==> config.mk <==
export PLATFORM = sky130hd
export DESIGN_NAME = fifo_state_ctrl_flat
export DESIGN_NICKNAME = d
export VERILOG_FILES = /design/src/rtl/fifo_pkg.sv /design/src/rtl/fifo_state_ctrl_if.sv /design/src/rtl/fifo_ns.sv /design/src/rtl/fifo_state_ctrl.sv /design/src/flat_wrapper.sv
export SDC_FILE = /design/constraint.sdc
export NUM_CORES = 1
export LEC_CHECK = 0
export CAP_MARGIN = 0
export CORE_UTILIZATION = 35
export DETAILED_ROUTE_END_ITERATION = 12
export PLACE_DENSITY = 0.76
export REMOVE_ABC_BUFFERS = 1
export SYNTH_ARGS = -nofsm -noshare
export SYNTH_HDL_FRONTEND = slang
export SYNTH_SLANG_ARGS = --single-unit
==> constraint.sdc <==
create_clock -name clk -period 1.5 [get_ports clk]
set_clock_uncertainty 0.1 [all_clocks]
set_input_delay 0.3 -clock clk [delete_from_list [all_inputs] [get_ports clk]]
set_output_delay 0.3 -clock clk [all_outputs]
set_load 0.02 [all_outputs]
==> src/rtl/fifo_pkg.sv <==
// Shared definitions for the 8-entry FIFO: depth, pointer/count widths and FSM state encodings.
package fifo_pkg;

  localparam int unsigned Depth = 8;
  localparam int unsigned PtrW  = 3;
  localparam int unsigned CntW  = 4;

  typedef enum logic [2:0] {
    StInit    = 3'b000,
    StWrite   = 3'b001,
    StRead    = 3'b010,
    StWrError = 3'b011,
    StRdError = 3'b100
  } state_e;

endpackage

==> src/rtl/fifo_state_ctrl_if.sv <==
// Handshake bundle between fifo_state_ctrl and its environment (requests, fifo_cal results, status).
interface fifo_state_ctrl_if;
  import fifo_pkg::*;

  logic            wr_en;
  logic            rd_en;
  logic [PtrW-1:0] next_head;
  logic [PtrW-1:0] next_tail;
  logic [CntW-1:0] next_data_count;
  logic [2:0]      state;
  logic [PtrW-1:0] head;
  logic [PtrW-1:0] tail;
  logic [CntW-1:0] data_count;
  logic            full;
  logic            empty;
  logic            wr_ack;
  logic            wr_err;
  logic            rd_ack;
  logic            rd_err;

  modport master (
    output wr_en, rd_en, next_head, next_tail, next_data_count,
    input  state, head, tail, data_count, full, empty, wr_ack, wr_err, rd_ack, rd_err
  );

  modport slave (
    input  wr_en, rd_en, next_head, next_tail, next_data_count,
    output state, head, tail, data_count, full, empty, wr_ack, wr_err, rd_ack, rd_err
  );

endinterface

==> src/rtl/fifo_ns.sv <==
// Combinational next-state function of the FIFO FSM; independent of the current state.
module fifo_ns
  import fifo_pkg::*;
(
  input  logic            i_wr_en,
  input  logic            i_rd_en,
  input  logic [CntW-1:0] i_next_data_count,
  output state_e          o_next_state
);

  always_comb begin
    o_next_state = StInit;
    if (i_wr_en && !i_rd_en) begin
      o_next_state = (i_next_data_count == CntW'(Depth)) ? StWrError : StWrite;
    end else if (!i_wr_en && i_rd_en) begin
      o_next_state = (i_next_data_count == '0) ? StRdError : StRead;
    end
  end

endmodule

==> src/rtl/fifo_state_ctrl.sv <==
// FIFO control stage: state register, gated commit of fifo_cal pointers/count, status decode.
module fifo_state_ctrl
  import fifo_pkg::*;
(
  input  logic          clk,
  input  logic          reset_n,
  fifo_state_ctrl_if.slave bus
);

  logic [2:0]      r_state;
  logic [PtrW-1:0] r_head;
  logic [PtrW-1:0] r_tail;
  logic [CntW-1:0] r_data_count;
  state_e          w_next_state;

  fifo_ns u_fifo_ns (
    .i_wr_en           (bus.wr_en),
    .i_rd_en           (bus.rd_en),
    .i_next_data_count (bus.next_data_count),
    .o_next_state      (w_next_state)
  );

  always_ff @(posedge clk or negedge reset_n) begin
    if (!reset_n) begin
      r_state <= StInit;
    end else begin
      r_state <= w_next_state;
    end
  end

  // Only the state that owns a pointer commits it, so undriven next_* values never leak in.
  always_ff @(posedge clk or negedge reset_n) begin
    if (!reset_n) begin
      r_head       <= '0;
      r_tail       <= '0;
      r_data_count <= '0;
    end else begin
      if (r_state == StWrite) begin
        r_tail       <= bus.next_tail;
        r_data_count <= bus.next_data_count;
      end
      if (r_state == StRead) begin
        r_head       <= bus.next_head;
        r_data_count <= bus.next_data_count;
      end
    end
  end

  always_comb begin
    bus.wr_ack = 1'b0;
    bus.wr_err = 1'b0;
    bus.rd_ack = 1'b0;
    bus.rd_err = 1'b0;
    case (r_state)
      StWrite:   bus.wr_ack = 1'b1;
      StRead:    bus.rd_ack = 1'b1;
      StWrError: bus.wr_err = 1'b1;
      StRdError: bus.rd_err = 1'b1;
      default:   ;
    endcase
  end

  assign bus.state      = r_state;
  assign bus.head       = r_head;
  assign bus.tail       = r_tail;
  assign bus.data_count = r_data_count;
  assign bus.full       = (r_data_count == CntW'(Depth));
  assign bus.empty      = (r_data_count == '0);

endmodule

==> src/flat_wrapper.sv <==
// flat-port wrapper written by rule: the top's interface ports become plain ports
module fifo_state_ctrl_flat import fifo_pkg::*;
  (clk, reset_n, bus_wr_en, bus_rd_en, bus_next_head, bus_next_tail, bus_next_data_count, bus_state, bus_head, bus_tail, bus_data_count, bus_full, bus_empty, bus_wr_ack, bus_wr_err, bus_rd_ack, bus_rd_err);
  fifo_state_ctrl_if bus_i ();
  input  logic clk;
  input  logic reset_n;
  input wire logic [$bits(bus_i.wr_en)-1:0] bus_wr_en;
  input wire logic [$bits(bus_i.rd_en)-1:0] bus_rd_en;
  input wire logic [$bits(bus_i.next_head)-1:0] bus_next_head;
  input wire logic [$bits(bus_i.next_tail)-1:0] bus_next_tail;
  input wire logic [$bits(bus_i.next_data_count)-1:0] bus_next_data_count;
  output wire logic [$bits(bus_i.state)-1:0] bus_state;
  output wire logic [$bits(bus_i.head)-1:0] bus_head;
  output wire logic [$bits(bus_i.tail)-1:0] bus_tail;
  output wire logic [$bits(bus_i.data_count)-1:0] bus_data_count;
  output wire logic [$bits(bus_i.full)-1:0] bus_full;
  output wire logic [$bits(bus_i.empty)-1:0] bus_empty;
  output wire logic [$bits(bus_i.wr_ack)-1:0] bus_wr_ack;
  output wire logic [$bits(bus_i.wr_err)-1:0] bus_wr_err;
  output wire logic [$bits(bus_i.rd_ack)-1:0] bus_rd_ack;
  output wire logic [$bits(bus_i.rd_err)-1:0] bus_rd_err;
  assign bus_i.wr_en = bus_wr_en;
  assign bus_i.rd_en = bus_rd_en;
  assign bus_i.next_head = bus_next_head;
  assign bus_i.next_tail = bus_next_tail;
  assign bus_i.next_data_count = bus_next_data_count;
  assign bus_state = bus_i.state;
  assign bus_head = bus_i.head;
  assign bus_tail = bus_i.tail;
  assign bus_data_count = bus_i.data_count;
  assign bus_full = bus_i.full;
  assign bus_empty = bus_i.empty;
  assign bus_wr_ack = bus_i.wr_ack;
  assign bus_wr_err = bus_i.wr_err;
  assign bus_rd_ack = bus_i.rd_ack;
  assign bus_rd_err = bus_i.rd_err;
  fifo_state_ctrl u_core (.clk(clk), .reset_n(reset_n), .bus(bus_i));
endmodule
==> impl_metrics.json <==
{
  "cts_tree": "yes",
  "period_share_pct": 106,
  "cts-buffers-inserted": 3,
  "period_minus_slack_ps": 1580,
  "ctsHoldBuffers": 0,
  "core_area_um2": 1510,
  "worstPathMaxFanout": 4,
  "vias": 484,
  "worstSetupStartpointType": "register",
  "fillers": 121,
  "synthTopCellsByCount": "13 x dfrtp_1, 10 x mux2_1, 2 x nor2b_1, 2 x nor3b_4, 2 x nor4_1",
  "worstHoldPathType": "primary input to asynchronous set/reset pin",
  "start_util_pct": 37.3,
  "yosysTopAreaCell": "dfrtp_1",
  "clockRootBuffer": "clkbuf_4",
  "clk_latency_ps": 270,
  "wl_um": 1260,
  "synth.most_common_cell": "dfrtp_1",
  "grt_setup_unrepaired": "true",
  "h-tree-depth": 1,
  "layout-drive-gt1-share_pct": 42.2,
  "grt_pass1_wl_um": 2130,
  "wl_per_cell_um": 12.7,
  "synth_warnings": 0,
  "clock-sinks": 13,
  "yosysSeqAreaShare_pct": 57.9,
  "post-place-cells": 94,
  "drt_iter0_drc": 1,
  "total_power_w": 0.00106,
  "die_h_um": 42.1,
  "grt-ovfl-total": 0,
  "p_leak_nw": 0.464,
  "cp.arrival_ps": 1180,
  "synth_ff_type": "dfrtp_1",
  "path_class": "register to output pin",
  "gp_congestion": 0.733,
  "placementRows": 14,
  "finalNonFillerCells": 99,
  "worst_slack_ps": -82.7,
  "crit_path_end_kind": "output pin",
  "pin_count": 33,
  "ir_worst_vdd_mv": 0.622,
  "synth.top_cell.area_share_pct": 57.9,
  "finalHoldViolCount": 0,
  "drv_cap": 0,
  "multi_input_area_um2": 288,
  "track_usage_pct": 15.8,
  "async_flop_share_pct": 100,
  "tightestPinTransition_ps": 313,
  "postSynthCellCount": 38,
  "finish.instance_area_um2": 1050,
  "antenna_left": 0,
  "synth_enable_flop_cells": 0,
  "first_global_vias": 486,
  "dp_slack_ps": -294,
  "setup_viol": 5,
  "syn_avg_cell_area_um2": 14.8,
  "antenna_found_initial": 0,
  "ys_ff_latch": 13,
  "clk_path_buf_depth": 2,
  "drc": 0,
  "cts.clk_slew.worst_paths_ps": 80,
  "drv_slew": 0,
  "ff_latch_area_um2": 333,
  "synth_area_um2": 562,
  "ff2ff_setup_slack_ps": 30,
  "viasPerCell": 4.89,
  "max-slew-margin-rel_pct": 78.9,
  "area.growth.synth_to_final_pct": 87.3,
  "worstPathRequired_ps": 1100,
  "r2r-start": "u_core.bus.state[0]",
  "final_nets": 98,
  "placed_area_um2": 962,
  "dr.pass1.iters": 2,
  "die-area_um2": 1770,
  "synth_area_leaders": "dfrtp_1 58%, mux2_1 20%, nor3b_4 6.7%",
  "dp_hpwl_um": 969,
  "hold_slack_ps": 227,
  "rr_endpoint": "u_core.bus.data_count[1]",
  "violations": "negative setup slack",
  "die_w_um": 42.1,
  "fmax_ghz": 0.632,
  "yosysUniqueCellTypes": 14,
  "antennaDiodeCount": 0,
  "grt_max_degree": 14,
  "ff2ff_path_depth": 4,
  "outcome": "finished, violations left",
  "powerDensity_nw_per_um2": 1000,
  "port_buffers": 32
}
## flip-flops by register name, indices dropped and copies added, names as in the netlist
name                   count
u_core.bus.data_count      4
u_core.bus.state           3
u_core.bus.tail            3
u_core.bus.head            3
## per-layer routing
metal / part of all wire [%] / wire length, µm / track usage [%] / vias to the layer above
met5: 0 / 0 / 0 / -
met2: 49 / 622 / 27.2 / 25
met4: 0 / 0 / 7.50 / 0
met3: 8.2 / 104 / 3.45 / 0
li1: - / - / - / 230
met1: 42 / 534 / 18.7 / 229
## cells in the final DEF, fill, tap and decap left out, drive strengths merged
cell	n
mux2	10
clkinv	1
xnor2	1
nand3	1
clkdlybuf4s50	13
buf	17
nor3b	3
nor2	1
nor4	2
and3b	1
clkbuf	3
dfrtp	13
clkdlybuf4s15	2
nand2b	1
o21ai	1
nor2b	2
nor4b	1
nor3	1
dlygate4sd2	9
## final cells by class
class	instances	area share [%]
timing repair buffer	41	36.5
sequential	13	31.6
clock inverter	1	0.476
tap	16	1.90
multi-input combinational	25	27.3
clock buffer	3	2.14
## through the flow
| stage | utilization (%) | TNS (ps) |
|---|---|---|
| 3_3_place_gp | 63.9 | -1190 |
| 6_report | 69.9 | -189 |
| 4_1_cts | 65.7 | -282 |
| 3_5_place_dp | 63.9 | -1400 |
| 2_1_floorplan | - | -569 |
| 5_1_grt | 69.9 | -465 |
## cells by family (layout without fill, tap and decap cells)
logic type | count (synthesis) | in the layout | synth area share, %
flip-flops | 13 | 13 | 57.9
AO/OA/AOI/OAI | 1 | 1 | 0.890
AND/OR/NAND/NOR | 13 | 13 | 19.6
multiplexers | 10 | 10 | 20.0
buffers and inverters | 0 | 45 | 0
XOR/XNOR | 1 | 1 | 1.56
## power by group
group          internal (W)  switching, W
Combinational      0.000202      0.000171
Sequential         0.000410     0.0000575
Clock             0.0000988      0.000117
Total              0.000711      0.000346
## timing repair
item                                    CTS  global route
pin swaps                                 1             4
gates resized for setup                  58            19
gates cloned                              0             0
buffers inserted                          1             0
endpoints found under the setup margin   19            15
## worst max path at each step
stage                                   from         to  slack, ps  cells after the start
floorplan           u_core.bus.data_count[1]   bus_full       -170                      1
global placement    u_core.bus.data_count[0]   bus_full       -210                      2
detailed placement  u_core.bus.data_count[0]   bus_full       -290                      2
CTS                 u_core.bus.data_count[2]  bus_empty       -120                      3
global route        u_core.bus.data_count[0]   bus_full       -120                      2
finish              u_core.bus.data_count[0]   bus_full        -80                      2
## critical path: stages (launching register included)
cell and delay [ps]:
dfrtp_2 460, nor4b_4 270, buf_4 180
Note: power is estimated with default switching activity, not from simulation.
